[src/rtl/nano6502_map_pkg.sv]
// Shared constants for the nano6502 memory-map controller:
// zero-page register offsets, wait FSM states, default map.
package nano6502_map_pkg;

  localparam logic [2:0] REG_IO_L = 3'd0;
  localparam logic [2:0] REG_IO_H = 3'd1;
  localparam logic [2:0] REG_ROM  = 3'd2;
  localparam logic [2:0] REG_PAGE = 3'd3;
  localparam logic [2:0] REG_WAIT = 3'd4;

  localparam logic [7:0]  IO_PAGE_DEF  = 8'hFE;
  localparam logic [15:0] ROM_BASE_DEF = 16'hE000;

  typedef enum logic {
    ST_IDLE = 1'b0,
    ST_WAIT = 1'b1
  } ws_state_e;

endpackage

[src/rtl/ws_timer.sv]
// IO wait-state timer: stalls the CPU for exactly cfg_i
// cycles per IO access, counting from the first stalled cycle.
module ws_timer
  import nano6502_map_pkg::*;
#(
  parameter int WS_W = 3
) (
  input  logic            clk_i,
  input  logic            rst_n_i,
  input  logic            start_i,
  input  logic [WS_W-1:0] cfg_i,
  output logic            rdy_o
);

  localparam logic [WS_W-1:0] ONE = 1;

  ws_state_e       state_q;
  logic [WS_W-1:0] cnt_q;

  always_ff @(posedge clk_i or negedge rst_n_i) begin
    if (!rst_n_i) begin
      state_q <= ST_IDLE;
      cnt_q   <= '0;
    end else begin
      case (state_q)
        ST_IDLE: begin
          if (start_i && cfg_i != '0) begin
            cnt_q   <= cfg_i - ONE;
            state_q <= ST_WAIT;
          end
        end
        ST_WAIT: begin
          if (cnt_q == '0) state_q <= ST_IDLE;
          else             cnt_q   <= cnt_q - ONE;
        end
        default: state_q <= ST_IDLE;
      endcase
    end
  end

  // The first stall cycle is decided combinationally in IDLE
  assign rdy_o = (state_q == ST_IDLE)
               ? !(start_i && cfg_i != '0)
               : (cnt_q == '0);

endmodule

[src/rtl/mem_map_ctrl.sv]
// 6502 memory-map controller: zero-page control registers,
// ROM/IO/RAM decode, paged RAM window and IO wait states.
module mem_map_ctrl
  import nano6502_map_pkg::*;
#(
  parameter int          N_IO     = 4,
  parameter logic [7:0]  IO_PAGE  = IO_PAGE_DEF,
  parameter logic [15:0] ROM_BASE = ROM_BASE_DEF,
  parameter int          PAGE_W   = 4,
  parameter int          WS_W     = 3,
  localparam int         RA_W     = PAGE_W + 14
) (
  input  logic            clk_i,
  input  logic            rst_n_i,
  input  logic            R_W_n,
  input  logic [15:0]     addr_i,
  input  logic [7:0]      data_i,
  output logic [7:0]      data_o,
  output logic            reg_cs,
  output logic            ram_cs,
  output logic            ram_we,
  output logic [RA_W-1:0] ram_addr_o,
  output logic            rom_cs,
  output logic [N_IO-1:0] io_cs,
  output logic            io_we,
  output logic            rdy_o
);

  logic [7:0]        io_bank_l_q;
  logic [7:0]        io_bank_h_q;
  logic              rom_sel_q;
  logic [PAGE_W-1:0] ram_page_q;
  logic [WS_W-1:0]   wait_cfg_q;

  logic zp_hit, io_pg, rom_rng, reg_we;

  assign zp_hit  = (addr_i[15:3] == '0) && (addr_i[2:0] <= REG_WAIT);
  assign io_pg   = (addr_i[15:8] == IO_PAGE);
  assign rom_rng = (addr_i >= ROM_BASE) && (addr_i != 16'hFFFF);
  assign reg_we  = reg_cs && !R_W_n && rdy_o;

  always_ff @(posedge clk_i or negedge rst_n_i) begin
    if (!rst_n_i) begin
      io_bank_l_q <= '0;
      io_bank_h_q <= '0;
      rom_sel_q   <= 1'b0;
      ram_page_q  <= '0;
      wait_cfg_q  <= '0;
    end else if (reg_we) begin
      case (addr_i[2:0])
        REG_IO_L: io_bank_l_q <= data_i;
        REG_IO_H: io_bank_h_q <= data_i;
        REG_ROM:  rom_sel_q   <= data_i[0];
        REG_PAGE: ram_page_q  <= data_i[PAGE_W-1:0];
        REG_WAIT: wait_cfg_q  <= data_i[WS_W-1:0];
        default: ;
      endcase
    end
  end

  // Ranges overlap (IO page lies inside ROM), so order decides
  always_comb begin
    reg_cs = 1'b0;
    ram_cs = 1'b0;
    rom_cs = 1'b0;
    io_cs  = '0;
    priority case (1'b1)
      zp_hit: reg_cs = 1'b1;
      io_pg: begin
        if (io_bank_l_q == '0) begin
          rom_cs = 1'b1;
        end else if (io_bank_l_q <= 8'(N_IO)) begin
          for (int k = 0; k < N_IO; k++)
            io_cs[k] = (io_bank_l_q == 8'(k + 1));
        end else begin
          ram_cs = 1'b1;
        end
      end
      (rom_rng && !rom_sel_q): rom_cs = 1'b1;
      default: ram_cs = 1'b1;
    endcase
  end

  always_comb begin
    data_o = '0;
    if (reg_cs) begin
      case (addr_i[2:0])
        REG_IO_L: data_o = io_bank_l_q;
        REG_IO_H: data_o = io_bank_h_q;
        REG_ROM:  data_o = {7'b0, rom_sel_q};
        REG_PAGE: data_o = 8'(ram_page_q);
        REG_WAIT: data_o = 8'(wait_cfg_q);
        default:  data_o = '0;
      endcase
    end
  end

  always_comb begin
    if (addr_i[15:14] == 2'b10)
      ram_addr_o = {ram_page_q, addr_i[13:0]};
    else
      ram_addr_o = RA_W'(addr_i);
  end

  assign ram_we = ram_cs && !R_W_n;
  assign io_we  = (|io_cs) && !R_W_n && rdy_o;

  ws_timer #(
    .WS_W (WS_W)
  ) u_ws_timer (
    .clk_i   (clk_i),
    .rst_n_i (rst_n_i),
    .start_i (|io_cs),
    .cfg_i   (wait_cfg_q),
    .rdy_o   (rdy_o)
  );

endmodule

[config.mk]
export PLATFORM = sky130hd
export DESIGN_NAME = mem_map_ctrl
export DESIGN_NICKNAME = d
export VERILOG_FILES = /design/src/rtl/nano6502_map_pkg.sv /design/src/rtl/ws_timer.sv /design/src/rtl/mem_map_ctrl.sv
export SDC_FILE = /design/constraint.sdc
export NUM_CORES = 1
export LEC_CHECK = 0
export BUFFER_PORTS_ARGS = -buffer_cell sky130_fd_sc_hd__buf_2
export CORE_ASPECT_RATIO = 0.75
export CORE_MARGIN = 5
export CORE_UTILIZATION = 56
export CTS_BUF_LIST = sky130_fd_sc_hd__clkbuf_4 sky130_fd_sc_hd__clkbuf_8
export CTS_CLUSTER_SIZE = 8
export DETAILED_ROUTE_END_ITERATION = 8
export PLACE_DENSITY = 0.84
export SLEW_MARGIN = 10
export SYNTH_ARGS = -nofsm -noshare
export SYNTH_HDL_FRONTEND = slang
export SYNTH_SLANG_ARGS = --single-unit
export TNS_END_PERCENT = 20
[constraint.sdc]
create_clock -name clk_i -period 3.8 [get_ports clk_i]
set_input_delay 0 -clock clk_i [delete_from_list [all_inputs] [get_ports clk_i]]
set_output_delay 0 -clock clk_i [all_outputs]
set_load 0.03 [all_outputs]
### Word-level counts from Yosys, hierarchy flattened

Index checks and enable logic that the tools add are counted.

| cells by class | value |
|---|---|
| reductions and logical operators | 24 |
| bitwise operators | 1 |
| multiplexer cells | 24 |
| magnitude comparators | 3 |
| add/subtract/negate cells | 2 |
| eq/ne operators | 13 |

Operators by type and width:

| cell | count |
|---|---|
| $pmux W8 S5 | 1 |
| $mux W18 | 1 |
| $eq A8 B2 Y1 const B | 2 |
| $ge A16 B16 Y1 const B | 1 |
| $mux W4 | 4 |
| $ne A16 B16 Y1 const B | 1 |
| $logic_not A13 Y1 | 1 |
| $mux W1 | 13 |
| $reduce_and A2 Y1 | 6 |
| $logic_and A1 B1 Y1 | 9 |
| $eq A8 B1 Y1 const B | 1 |
| $eq A8 B3 Y1 const B | 1 |
| $eq A8 B8 Y1 const B | 1 |
| $le A8 B3 Y1 const B | 1 |
| $logic_not A8 Y1 | 1 |
| $mux W8 | 1 |
| $eq A3 B2 Y1 const B | 2 |
| $logic_not A3 Y1 | 2 |
| $mux W3 | 2 |
| $pmux W3 S2 | 1 |
| $sub A3 B1 Y3 const B | 2 |
| $ne A2 B2 Y1 const B | 2 |
| $reduce_or A4 Y1 | 1 |
| $eq A3 B1 Y1 const B | 1 |
| other kinds (7) | 9 |

| word-level totals | value |
|---|---|
| logic and storage cells | 74 |
| bits in registers | 28 |
| bits of input ports | 27 |
| output and inout port bits | 36 |

### Logic depth before layout (Yosys ltp)

Gate-level depths: netlist (run 1).

| depth | value |
|---|---|
| depth after elaboration | 11 |
| depth in mapped cells | 8 |
| mapped depth without buffers | 5 |

### By module

From an unflattened synthesis (run 1), not the netlist that was laid out.

| second synthesis, totals | value |
|---|---|
| cells, all modules | 177 |
| area total of the unflattened synthesis | 1,846.8 um^2 |

By module, submodules not included:

| module | cells an instance | times used | area each (um^2) | seq. area each (um^2) |
|---|---|---|---|---|
| mem_map_ctrl | 147 | 1 | 1,561.5 | 600.6 |
| ws_timer | 30 | 1 | 285.3 | 100.1 |

### Worst setup path after synthesis (run 1)

Ideal clock, no wire load.

| path | value |
|---|---|
| path kind | input -> output |
| from | in addr_i[0] |
| to | out ram_we |
| path slack | 1.391 ns |
| buffers on the path | 2 |
| data required time | 3.800 ns |
| arrival | 2.409 ns |
| stages | 6 |
| cells stage by stage | buf_2 -> o21ai_0 -> nand4_2 -> clkbuf_1 -> inv_1 -> a2111oi_0 |

| between the ends | value |
|---|---|
| word-level cells in the longest chain between the ends | 7 |
| elaborated cells between the ends (all ways) | 10 |
| classes of those cells | 2 x order compare; 1 x eq/ne; 3 x mux; 4 x reduce/logical |

RTL lines:

| element | RTL line | text |
|---|---|---|
| start: declaration | mem_map_ctrl.sv:16 | `input logic [15:0] addr_i,` |
| $ge A16 B16 Y1 or $ne A16 B16 Y1 (tied branches) | mem_map_ctrl.sv:39 | `assign rom_rng = (addr_i >= ROM_BASE) && (addr_i != 16'hFFFF);` |
| $logic_and A1 B1 Y1 | mem_map_ctrl.sv:39 |  |
| $logic_and A1 B1 Y1 | mem_map_ctrl.sv:79 | `(rom_rng && !rom_sel_q): rom_cs = 1'b1;` |
| $mux W1 (2 in series) | mem_map_ctrl.sv:67 | `priority case (1'b1)` |
| $mux W1 * | mem_map_ctrl.sv:67 |  |
| $logic_and A1 B1 Y1 * | mem_map_ctrl.sv:105 | `assign ram_we = ram_cs && !R_W_n;` |
| end: declaration | mem_map_ctrl.sv:21 | `output logic ram_we,` |

Mark *: on every way between the ends. The rest lies on a longest branch, timed or not.

### Worst setup path in the final report (run 1)

| path | value |
|---|---|
| from | reg io_bank_l_q[5] |
| to | reg io_bank_h_q[1] |

| between the ends | value |
|---|---|
| word-level cells in the longest chain between the ends | 11 |
| elaborated cells between the ends (all ways) | 16 |
| classes of those cells | 1 x order compare; 4 x eq/ne; 5 x mux; 6 x reduce/logical |

RTL lines:

| element | RTL line | text |
|---|---|---|
| start: declaration | mem_map_ctrl.sv:29 | `logic [7:0] io_bank_l_q;` |
| start signal: assignment | mem_map_ctrl.sv:51 | `REG_IO_L: io_bank_l_q <= data_i;` |
| $le A8 B3 Y1 (tied with other cells) | mem_map_ctrl.sv:72 | `end else if (io_bank_l_q <= 8'(N_IO)) begin` |
| $mux W4 | mem_map_ctrl.sv:72 |  |
| $mux W4 * | mem_map_ctrl.sv:70 | `if (io_bank_l_q == '0) begin` |
| $mux W4 * (2 in series) | mem_map_ctrl.sv:67 |  |
| $reduce_or A4 Y1 * | mem_map_ctrl.sv:113 | `.start_i (\|io_cs),` |
| $logic_and A1 B1 Y1 * | ws_timer.sv:43 | `? !(start_i && cfg_i != '0)` |
| $logic_not A1 Y1 * | ws_timer.sv:43 |  |
| $mux W1 * | ws_timer.sv:43 |  |
| $logic_and A1 B1 Y1 * | mem_map_ctrl.sv:40 | `assign reg_we = reg_cs && !R_W_n && rdy_o;` |
| $reduce_and A2 Y1 (no source line) * | - |  |
| end signal: assignment | mem_map_ctrl.sv:52 | `REG_IO_H: io_bank_h_q <= data_i;` |
| end: declaration | mem_map_ctrl.sv:30 | `logic [7:0] io_bank_h_q;` |

Marks and branches as above.
A chain may end at the register's enable or synchronous reset.

==> flow_summary.json, run 1 <==
{
  "die_h_um": 59.0,
  "drive_above_1_share_pct": 44.0,
  "grt_max_degree": 29,
  "r2r_end": "io_bank_h_q[1]",
  "synth_edf_count": 0,
  "end_kind": "flip-flop",
  "design.die.area_um2": 4440,
  "ir_drop_mv": 0.184,
  "hold_violations": 0,
  "slowest_delay_ns": 0.46,
  "fin_ws_ns": 0.985,
  "synthFlopType": "dfrtp_1",
  "p_leak_nw": 1.13,
  "ys_warn_count": 0,
  "cts_tree": "built",
  "timing.final.setup_violations": 0,
  "path_clk_slew_ns": 0.10,
  "syn_area_um2": 1790,
  "routed_via_density": 6.10,
  "cts_sinks": 28,
  "gp_congestion": 0.883,
  "fin_nets": 245,
  "h-tree-depth": 1,
  "grt_overflow_total": 0,
  "avgSynthCellArea_um2": 10.8,
  "cts_resized": 0,
  "syn_inst": 166,
  "maxSlewViolCount": 0,
  "worstPathArrival_ns": 2.98,
  "ant_nets": 0,
  "syn_to_final_growth_pct": 18.4,
  "port_buffers": 62,
  "drt_iter0_drc": 190,
  "tightestPinTransition_ns": 0.772,
  "cpLargestDelayFamily": "simple AND/OR/NAND/NOR gates",
  "drt-total-wl_um": 4660,
  "pin_count": 63,
  "relSlewSlack_pct": 48.1,
  "drc_errors": 0,
  "fin_crit_sh_pct": 74.1,
  "hold_end": "ram_page_q[1]",
  "tns_ns": 0,
  "cp-start-kind": "flip-flop",
  "cts_max_path_buffers": 2,
  "slowest_stage": "nor4_1",
  "status": "complete, no violations",
  "clk_root_buffer_cell": "clkbuf_8",
  "worstHoldStart": "data_i[1]",
  "cp.depth": 6,
  "hold_ws_ns": 0.0275,
  "maxCapViolCount": 0,
  "grtUsageTotal_pct": 21.5,
  "synth_nets": 194,
  "fin_util_pct": 70.7,
  "timing.rr.start": "io_bank_l_q[5]",
  "n_fill_cell": 228,
  "antenna_cells": 0,
  "post-route-min-period_ns": 2.82,
  "r2r_slack_ns": 0.98,
  "worstPathRequired_ns": 3.96,
  "coreArea_um2": 3000,
  "dp_slack_ns": 1.05,
  "rsz0062_at_grt": "false",
  "clock_latency_ns": 0.28,
  "vias": 1549,
  "grt_pass1_wl_um": 7210,
  "antenna_found_initial": 0,
  "routedWlPerCell_um": 18.3,
  "start_util_pct": 59.7,
  "grt_pass1_vias": 1465,
  "path_class": "flip-flop to flip-flop",
  "crit_start": "io_bank_l_q[5]",
  "path_cells": "nor4_1 > nand4_1 > o41ai_1 > buf_4 > or4_1 > mux2_4",
  "max_freq_ghz": 0.355,
  "dp_hpwl_um": 3440,
  "worstPathMaxFanout": 11,
  "dieWidth_um": 75.3,
  "finClkSkew_ns": 0.0100,
  "cp_num_buf_inv": 1,
  "ys_ff_latch": 28,
  "synth-seq-area-share_pct": 39.1,
  "synth_cell_types": 39,
  "hp-class": "input pin to flip-flop",
  "cts_buffers": 3,
  "ys_async_sr_fraction_pct": 100,
  "p_per_area_nw_per_um2": 266,
  "drtPass1Iterations": 4,
  "rr_worst_depth": 6,
  "hold_depth": 2,
  "fp-row-count": 17
}
-- layer usage --
layer | GRT usage (%) | part of all wire, % | routed length [um]
met2 | 32.5 | 44 | 2070
met5 | 0 | 0 | 0
met3 | 5.59 | 11 | 494
met1 | 30.3 | 43 | 2000
met4 | 6.48 | 2.0 | 93
-- layout make-up --
cell class / instances / area [um2] / share of cell area (%)
repair buffers: 69 / 378 / 17.8
well taps: 38 / 47.5 / 2.24
clock buffers: 4 / 55.1 / 2.60
flip-flops and latches: 28 / 701 / 33.0
multi-input cells: 111 / 925 / 43.6
inverters: 4 / 15.0 / 0.708
-- how the worst max path moves through the flow --
stage / end / slack, ns
5_1_grt: io_bank_h_q[3] / 0.79
3_5_place_dp: io_bank_l_q[2] / 1.05
4_1_cts: io_bank_l_q[7] / 1.01
3_3_place_gp: io_bank_l_q[2] / 1.11
6_report: io_bank_h_q[1] / 0.98
2_1_floorplan: ram_we / 1.39
-- stage by stage --
| step | power [mW] | cell area [um2] | std cells |
|---|---|---|---|
| global placement | 0.380 | 2010 | 244 |
| detailed placement | 0.381 | 2010 | 244 |
| finish | 0.565 | 2120 | 254 |
| global route | 0.584 | 2120 | 254 |
| CTS | 0.568 | 2120 | 254 |
| floorplan | 0.352 | 1790 | 166 |
-- where the power goes --
| part | internal, mW | switching, mW |
|---|---|---|
| combinational | 0.0270 | 0.0562 |
| clock | 0.0928 | 0.0914 |
| sequential | 0.298 | 0.0000597 |
| total | 0.417 | 0.148 |
-- logic make-up (layout without fill, tap and decap cells) --
family	Yosys count	in the layout	share of synthesized area [%]
fa+ha+maj	1	1	0.699
simple gates	51	51	16.9
xor+xnor	1	1	0.489
mux	30	30	22.8
flops	28	28	39.1
compound gates	28	28	10.8
buf+inv	27	77	9.22
-- cell usage in the layout (no fill, tap or decap), drive strengths merged, types with 3 or more instances in the layout --
| master | netlist | final |
|---|---|---|
| mux2 | 26 | 26 |
| buf | 19 | 63 |
| inv | 4 | 4 |
| nor4 | 4 | 4 |
| a21oi | 3 | 3 |
| nand4 | 4 | 4 |
| dfrtp | 28 | 28 |
| nor3 | 5 | 5 |
| mux2i | 4 | 4 |
| nand2 | 5 | 5 |
| clkbuf | 4 | 4 |
| dlygate4sd3 | 0 | 6 |
| a22oi | 7 | 7 |
| o21ai | 6 | 6 |
| or4 | 6 | 6 |
| and3 | 4 | 4 |
| nor2 | 12 | 12 |
-- sequential cells by signal, summed over array words and instances (netlist names) --
name	flops
io_bank_h_q	8
u_ws_timer.cnt_q	3
wait_cfg_q	3
io_bank_l_q	8
rom_sel_q	1
ram_page_q	4
u_ws_timer.state_q	1
-- synth_stat cells, drive strengths merged (3+ instances only) --
library cell	count	area, um2
mux2i	4	40.0
or4	6	45.0
and3	4	25.0
dfrtp	28	701
buf	19	135
o21ai	6	30.0
nor3	5	30.0
nor4	4	25.0
clkbuf	4	15.0
nand2	5	18.8
a22oi	7	52.6
mux2	26	368
inv	4	15.0
nor2	12	45.0
nand4	4	31.3
a21oi	3	15.0
-- timing repair --
| item | in CTS | in global routing |
|---|---|---|
| hold endpoints to repair | 37 | 0 |
| hold buffers | 6 | 0 |
| setup buffers | 0 | 0 |
No activity file was read; power rests on OpenSTA's default activity.
==> run 2: changes to the inputs <==
ABC_AREA = 1   (was default)
CORE_UTILIZATION = 53   (was 56)
PLACE_DENSITY = 0.79   (was 0.84)
clock period = 2.8 ns   (was 3.8 ns; I/O delays follow)
==> run 2 against run 1 <==
Routed wire length rose by 7.3%; synthesized cell count rose by 67%; cell area rose by 8.9%; clock skew fell by 0.0091 ns; sequential share of layout area fell by 2.7 points; combinational power rose by 39%; setup slack got worse by 0.46 ns; non-clock buffer count rose by 2; register-to-register slack got worse by 0.12 ns; synthesized area rose by 9.6%.
==> flow_summary.json, run 2 <==
{
  "synthFlopType": "dfrtp_1",
  "final_area_um2": 2310,
  "post-route-min-period_ns": 2.28,
  "netlist.top_cell.by_area": "dfrtp_1",
  "cts_sinks": 28,
  "ys_ff_latch": 28,
  "hold_violations": 0,
  "fp-row-count": 19,
  "end_kind": "primary output",
  "drt_iter0_drc": 190,
  "routedWlPerCell_um": 13.2,
  "antenna_found_initial": 0,
  "seqPwrFrac_pct": 47.9,
  "drc_errors": 0,
  "synth_cell_types": 30,
  "h-tree-depth": 1,
  "grtUsageTotal_pct": 19.5,
  "clk_root_buffer_cell": "clkbuf_8",
  "cp-start-kind": "flip-flop",
  "cts_setup_buffers": 0,
  "antenna_cells": 0,
  "gr-usage-met2_pct": 27.6,
  "drt-total-wl_um": 5000,
  "drtPass1Iterations": 4,
  "power_frac_comb_pct": 13.8,
  "worstPathRequired_ns": 2.80,
  "grt_pass1_vias": 1659,
  "pin_count": 63,
  "p_per_area_nw_per_um2": 365,
  "relSlewSlack_pct": 50.3,
  "die_h_um": 62.7,
  "fin_nets": 357,
  "synth_edf_count": 0,
  "p_switching_mw": 0.212,
  "yosys.cell_count.top_type": "nand2_1",
  "largest_registers": "io_bank_h_q: 8 flops, io_bank_l_q: 8 flops, ram_page_q: 4 flops",
  "port_buffers": 62,
  "max_freq_ghz": 0.439,
  "syn_inst": 277,
  "grt_overflow_total": 0,
  "gp_congestion": 0.863,
  "mostFrequentLayoutCell": "nand2_1",
  "cts_max_path_buffers": 2,
  "synth_nets": 305,
  "ys_top_cells_by_count": "90 x nand2_1, 31 x nand4_1, 28 x dfrtp_1",
  "fin_crit_sh_pct": 81.4,
  "tightestPinTransition_ns": 0.744,
  "tns_ns": 0,
  "final_cell_mix": "90 x nand2_1, 62 x buf_2, 31 x nand4_1",
  "fin_ws_ns": 0.522,
  "worstPathMaxFanout": 30,
  "grt_use_met3_pct": 4.18,
  "path_clk_slew_ns": 0.10,
  "top_usage_layer": "met1",
  "routed_via_density": 5.20,
  "synth-seq-area-share_pct": 35.7,
  "syn_to_final_growth_pct": 17.7,
  "ir_drop_mv": 0.331,
  "ant_nets": 0,
  "ys_warn_count": 0,
  "maxCapViolCount": 0,
  "clock_latency_ns": 0.27,
  "cts_buffers": 3,
  "fin_total_pwr_mw": 0.843,
  "synthTopCellsByArea": "dfrtp_1 36%, nand2_1 17%, nand4_1 9.9%, buf_4 6.1%, inv_1 4.8%",
  "grt_max_degree": 31,
  "synth_top_cell_area_share_pct": 35.7,
  "timing.final.setup_violations": 0,
  "global_route.usage.met1_pct": 31.1,
  "maxSlewViolCount": 0,
  "status": "complete, no violations",
  "dp_hpwl_um": 3840,
  "path_class": "flip-flop to primary output",
  "placed_cell_area_um2": 2170,
  "p_leak_nw": 1.22,
  "power_frac_clock_pct": 38.3,
  "cts_tree": "built",
  "grt_pass1_wl_um": 7860,
  "intPower_mw": 0.632,
  "syn_area_um2": 1960,
  "cts_hold_buf": 7,
  "coreArea_um2": 3610,
  "cts_resized": 0,
  "ys_async_sr_fraction_pct": 100,
  "finClkSkew_ns": 0.000910,
  "start_util_pct": 54.3,
  "vias": 1977,
  "dp_slack_ns": 0.850,
  "dieWidth_um": 80.3,
  "drive_above_1_share_pct": 26.2,
  "p_sw_share_pct": 25.1,
  "worstPathArrival_ns": 2.28,
  "design.die.area_um2": 5030,
  "avgSynthCellArea_um2": 7.08,
  "rsz0062_at_grt": "false",
  "hp-class": "input pin to flip-flop"
}
run 2: cell types whose count changed in the layout (fill, tap and decap cells not counted), moves of 5 or more:
cell     delta
or4_1       -6
a22oi_1     -7
a21oi_1     +7
mux2_4     -20
inv_2       +5
nor2_1     +10
nand2_1    +85
mux2_2      -6
nand4_1    +28
inv_1      +21
run 2: final timing paths:
kind | end | depth (start not counted) | start | slack, ns
worst max-delay path | io_we | 9 | io_bank_l_q[1] | 0.52
worst min-delay path | io_bank_h_q[1] | 3 | data_i[1] | 0.02
worst max register to register | u_ws_timer.cnt_q[0] | 9 | io_bank_l_q[1] | 0.86
worst min register to register | io_bank_h_q[6] | 2 | io_bank_h_q[6] | 0.49
max in group asynchronous | io_bank_l_q[5] | 2 | rst_n_i | 2.12
min in group asynchronous | ram_page_q[0] | 2 | rst_n_i | 0.27
run 2: stage by stage:
step	util (%)	hold WS, ns	cells
detailed placement	60.0	0.0533	369
finish	63.9	0.0249	380
CTS	63.9	0.0148	380
floorplan	-	-0.296	277
global placement	60.0	0.0548	369
global route	63.9	0.0122	380
run 2: area by class of cell:
| cell class | count | area [um2] |
|---|---|---|
| clock buffer | 3 | 41.3 |
| clock inverter | 1 | 30.0 |
| fill | 347 | 1300 |
| inverter | 31 | 116 |
| multi-input combinational | 194 | 961 |
| sequential | 28 | 701 |
| tap | 52 | 65.1 |
| timing repair buffer | 71 | 395 |
run 2: routing by layer:
layer | share of wire, % | wire length [um]
met1 | 48 | 2400
met2 | 41 | 2070
met5 | 0 | 0
met3 | 10 | 521
met4 | 0.24 | 12
run 2: cells by family (layout without fill, tap and decap cells):
group                    count (synthesis)  after routing  synth area share [%]
AND/OR/NAND/NOR                        161            161                  38.4
buffers and inverters                   55            106                  15.3
AO/OA/AOI/OAI                           31             31                  9.50
flip-flops                              28             28                  35.7
adder cells (fa/ha/maj)                  1              1                 0.638
XOR/XNOR                                 1              1                 0.447
run 2: worst max-delay path: stages (launching register included):
cell,delay [ns]
dfrtp_1,0.47
nor2_1,0.08
nand2_1,0.10
nor2_1,0.06
o21ai_2,0.15
nand2_2,0.09
a21oi_4,0.61
inv_2,0.11
nor2_1,0.12
buf_2,0.20
run 2: power groups by stage:
stage | combinational (mW) | clock [mW] | sequential (mW)
2_1_floorplan | 0.0685 | 0 | 0.412
3_3_place_gp | 0.109 | 0 | 0.412
3_5_place_dp | 0.110 | 0 | 0.412
4_1_cts | 0.117 | 0.327 | 0.404
5_1_grt | 0.126 | 0.344 | 0.404
6_report | 0.116 | 0.323 | 0.404
==> run 3: changes to the inputs <==
clock period = 2.25 ns   (was 2.8 ns; I/O delays follow)
==> run 3 against run 2 <==
Clock power up 24%; highest routed layer unchanged; critical path type is now flip-flop to flip-flop; clock skew up 0.0082 ns; register-to-register slack worse by 0.52 ns; flip-flop and latch count unchanged; global-route usage up 1.6 points.
==> flow_summary.json, run 3 (synthesis gave the netlist of run 2 again) <==
{
  "status": "complete, no violations",
  "timing.rr.start": "io_bank_l_q[0]",
  "relSlewSlack_pct": 55.2,
  "syn_to_final_growth_pct": 19.6,
  "cts_resized": 0,
  "routed_via_density": 5.39,
  "tns_ns": 0,
  "cpLargestDelayFamily": "compound AO/OA/AOI/OAI gates",
  "path_class": "flip-flop to flip-flop",
  "pin_count": 63,
  "drt-total-wl_um": 5320,
  "clock_latency_ns": 0.28,
  "end_kind": "flip-flop",
  "final_cell_mix": "90 x nand2_1, 62 x buf_2, 31 x nand4_1",
  "slowest_delay_ns": 0.56,
  "cp-start-kind": "flip-flop",
  "gp_congestion": 0.904,
  "finClkSkew_ns": 0.00915,
  "port_buffers": 62,
  "ant_nets": 0,
  "worstPathArrival_ns": 2.12,
  "hp-class": "input pin to flip-flop",
  "grt_max_degree": 29,
  "dp_hpwl_um": 3810,
  "dp_slack_ns": 0.303,
  "fp-row-count": 19,
  "start_util_pct": 54.3,
  "tightestPinTransition_ns": 0.672,
  "drive_above_1_share_pct": 27.6,
  "rsz0062_at_grt": "false",
  "p_per_area_nw_per_um2": 447,
  "final_area_um2": 2350,
  "cp_num_buf_inv": 0,
  "timing.final.setup_violations": 0,
  "design.die.area_um2": 5030,
  "cts_buffers": 3,
  "die_h_um": 62.7,
  "grtUsageTotal_pct": 21.1,
  "p_leak_nw": 1.24,
  "largest_registers": "io_bank_h_q: 8 flops, io_bank_l_q: 8 flops, ram_page_q: 4 flops",
  "path_cells": "nor2_1 > nand2_1 > nor2_1 > o21ai_2 > nand2_2 > a21oi_2 > nand4_1 > nand2_1",
  "mostFrequentLayoutCell": "nand2_1",
  "cts_sinks": 28,
  "hold_violations": 0,
  "fin_crit_sh_pct": 84.8,
  "routedWlPerCell_um": 13.8,
  "crit_start": "io_bank_l_q[0]",
  "path_clk_slew_ns": 0.10,
  "fin_ws_ns": 0.342,
  "maxCapViolCount": 0,
  "worstPathMaxFanout": 15,
  "cts_max_path_buffers": 2,
  "grt_overflow_total": 0,
  "drt_iter0_drc": 223,
  "antenna_cells": 0,
  "clk_root_buffer_cell": "clkbuf_8",
  "grt_pass1_wl_um": 8570,
  "worstPathRequired_ns": 2.46,
  "dieWidth_um": 80.3,
  "post-route-min-period_ns": 1.91,
  "ir_drop_mv": 0.436,
  "slowest_stage": "a21oi_2",
  "max_freq_ghz": 0.524,
  "fin_nets": 362,
  "maxSlewViolCount": 0,
  "vias": 2076,
  "drtPass1Iterations": 5,
  "placed_cell_area_um2": 2180,
  "worstHoldStart": "data_i[2]",
  "grt_pass1_vias": 1866,
  "cts_tree": "built",
  "antenna_found_initial": 0,
  "h-tree-depth": 1,
  "coreArea_um2": 3610,
  "drc_errors": 0
}
==> run 3: changes by cell type in the layout (fill, tap and decap cells not counted), sizes merged <==
cell / before / now
a21oi: 11 / 12
dlygate4sd3: 7 / 6
buf: 64 / 69
==> run 3: final timing paths <==
path | endpoint | slack [ns] | cells past startpoint
max reg2reg | io_bank_h_q[4] | 0.34 | 8
min | io_bank_h_q[2] | 0.009 | 3
max in group asynchronous | io_bank_l_q[3] | 1.57 | 2
min reg2reg | io_bank_h_q[6] | 0.49 | 2
min in group asynchronous | wait_cfg_q[0] | 0.27 | 2
max | io_bank_h_q[4] | 0.34 | 8
==> run 3: area by class of cell <==
class / count / area [um2]
clock buffers: 3 / 41.3
clock inverters: 1 / 30.0
fillers: 346 / 1270
inverters: 31 / 116
multi-input cells: 195 / 970
flip-flops and latches: 28 / 701
well taps: 52 / 65.1
repair buffers: 75 / 423
==> run 3: per-stage QoR <==
stage	util, %	instances	hold slack [ns]	total power, mW
global placement	60.4	371	0.0533	0.650
floorplan	-	277	-0.296	0.598
finish	64.9	385	0.00883	1.05
CTS	64.3	382	0.00233	1.05
global route	64.9	385	0.0158	1.09
detailed placement	60.4	371	0.0520	0.651
==> run 3: what timing repair did <==
item,4_1_cts,5_1_grt
pin swaps,1,1
setup endpoints to repair,1,1
cloned,1,0
hold buffers,6,0
setup buffers,0,3
endpoints found under the hold margin,39,0
==> run 3: worst min-delay path, delay by kind of cell <==
family	cells	cell delay, ns
buf+inv	1	0.13
simple gates	2	0.13
==> run 3: per-layer routing <==
layer / track usage, % / part of all wire, % / vias to the layer above
met5: 0 / 0 / -
met4: 6.12 / 1.4 / 0
met3: 4.76 / 10 / 10
met2: 30.5 / 42 / 117
met1: 31.4 / 46 / 928
li1: - / - / 1021
==> run 3: power breakdown <==
group / switching, mW / total (mW) / internal [mW]
registers: 0.000103 / 0.503 / 0.503
logic: 0.101 / 0.146 / 0.0444
clock network: 0.161 / 0.399 / 0.238
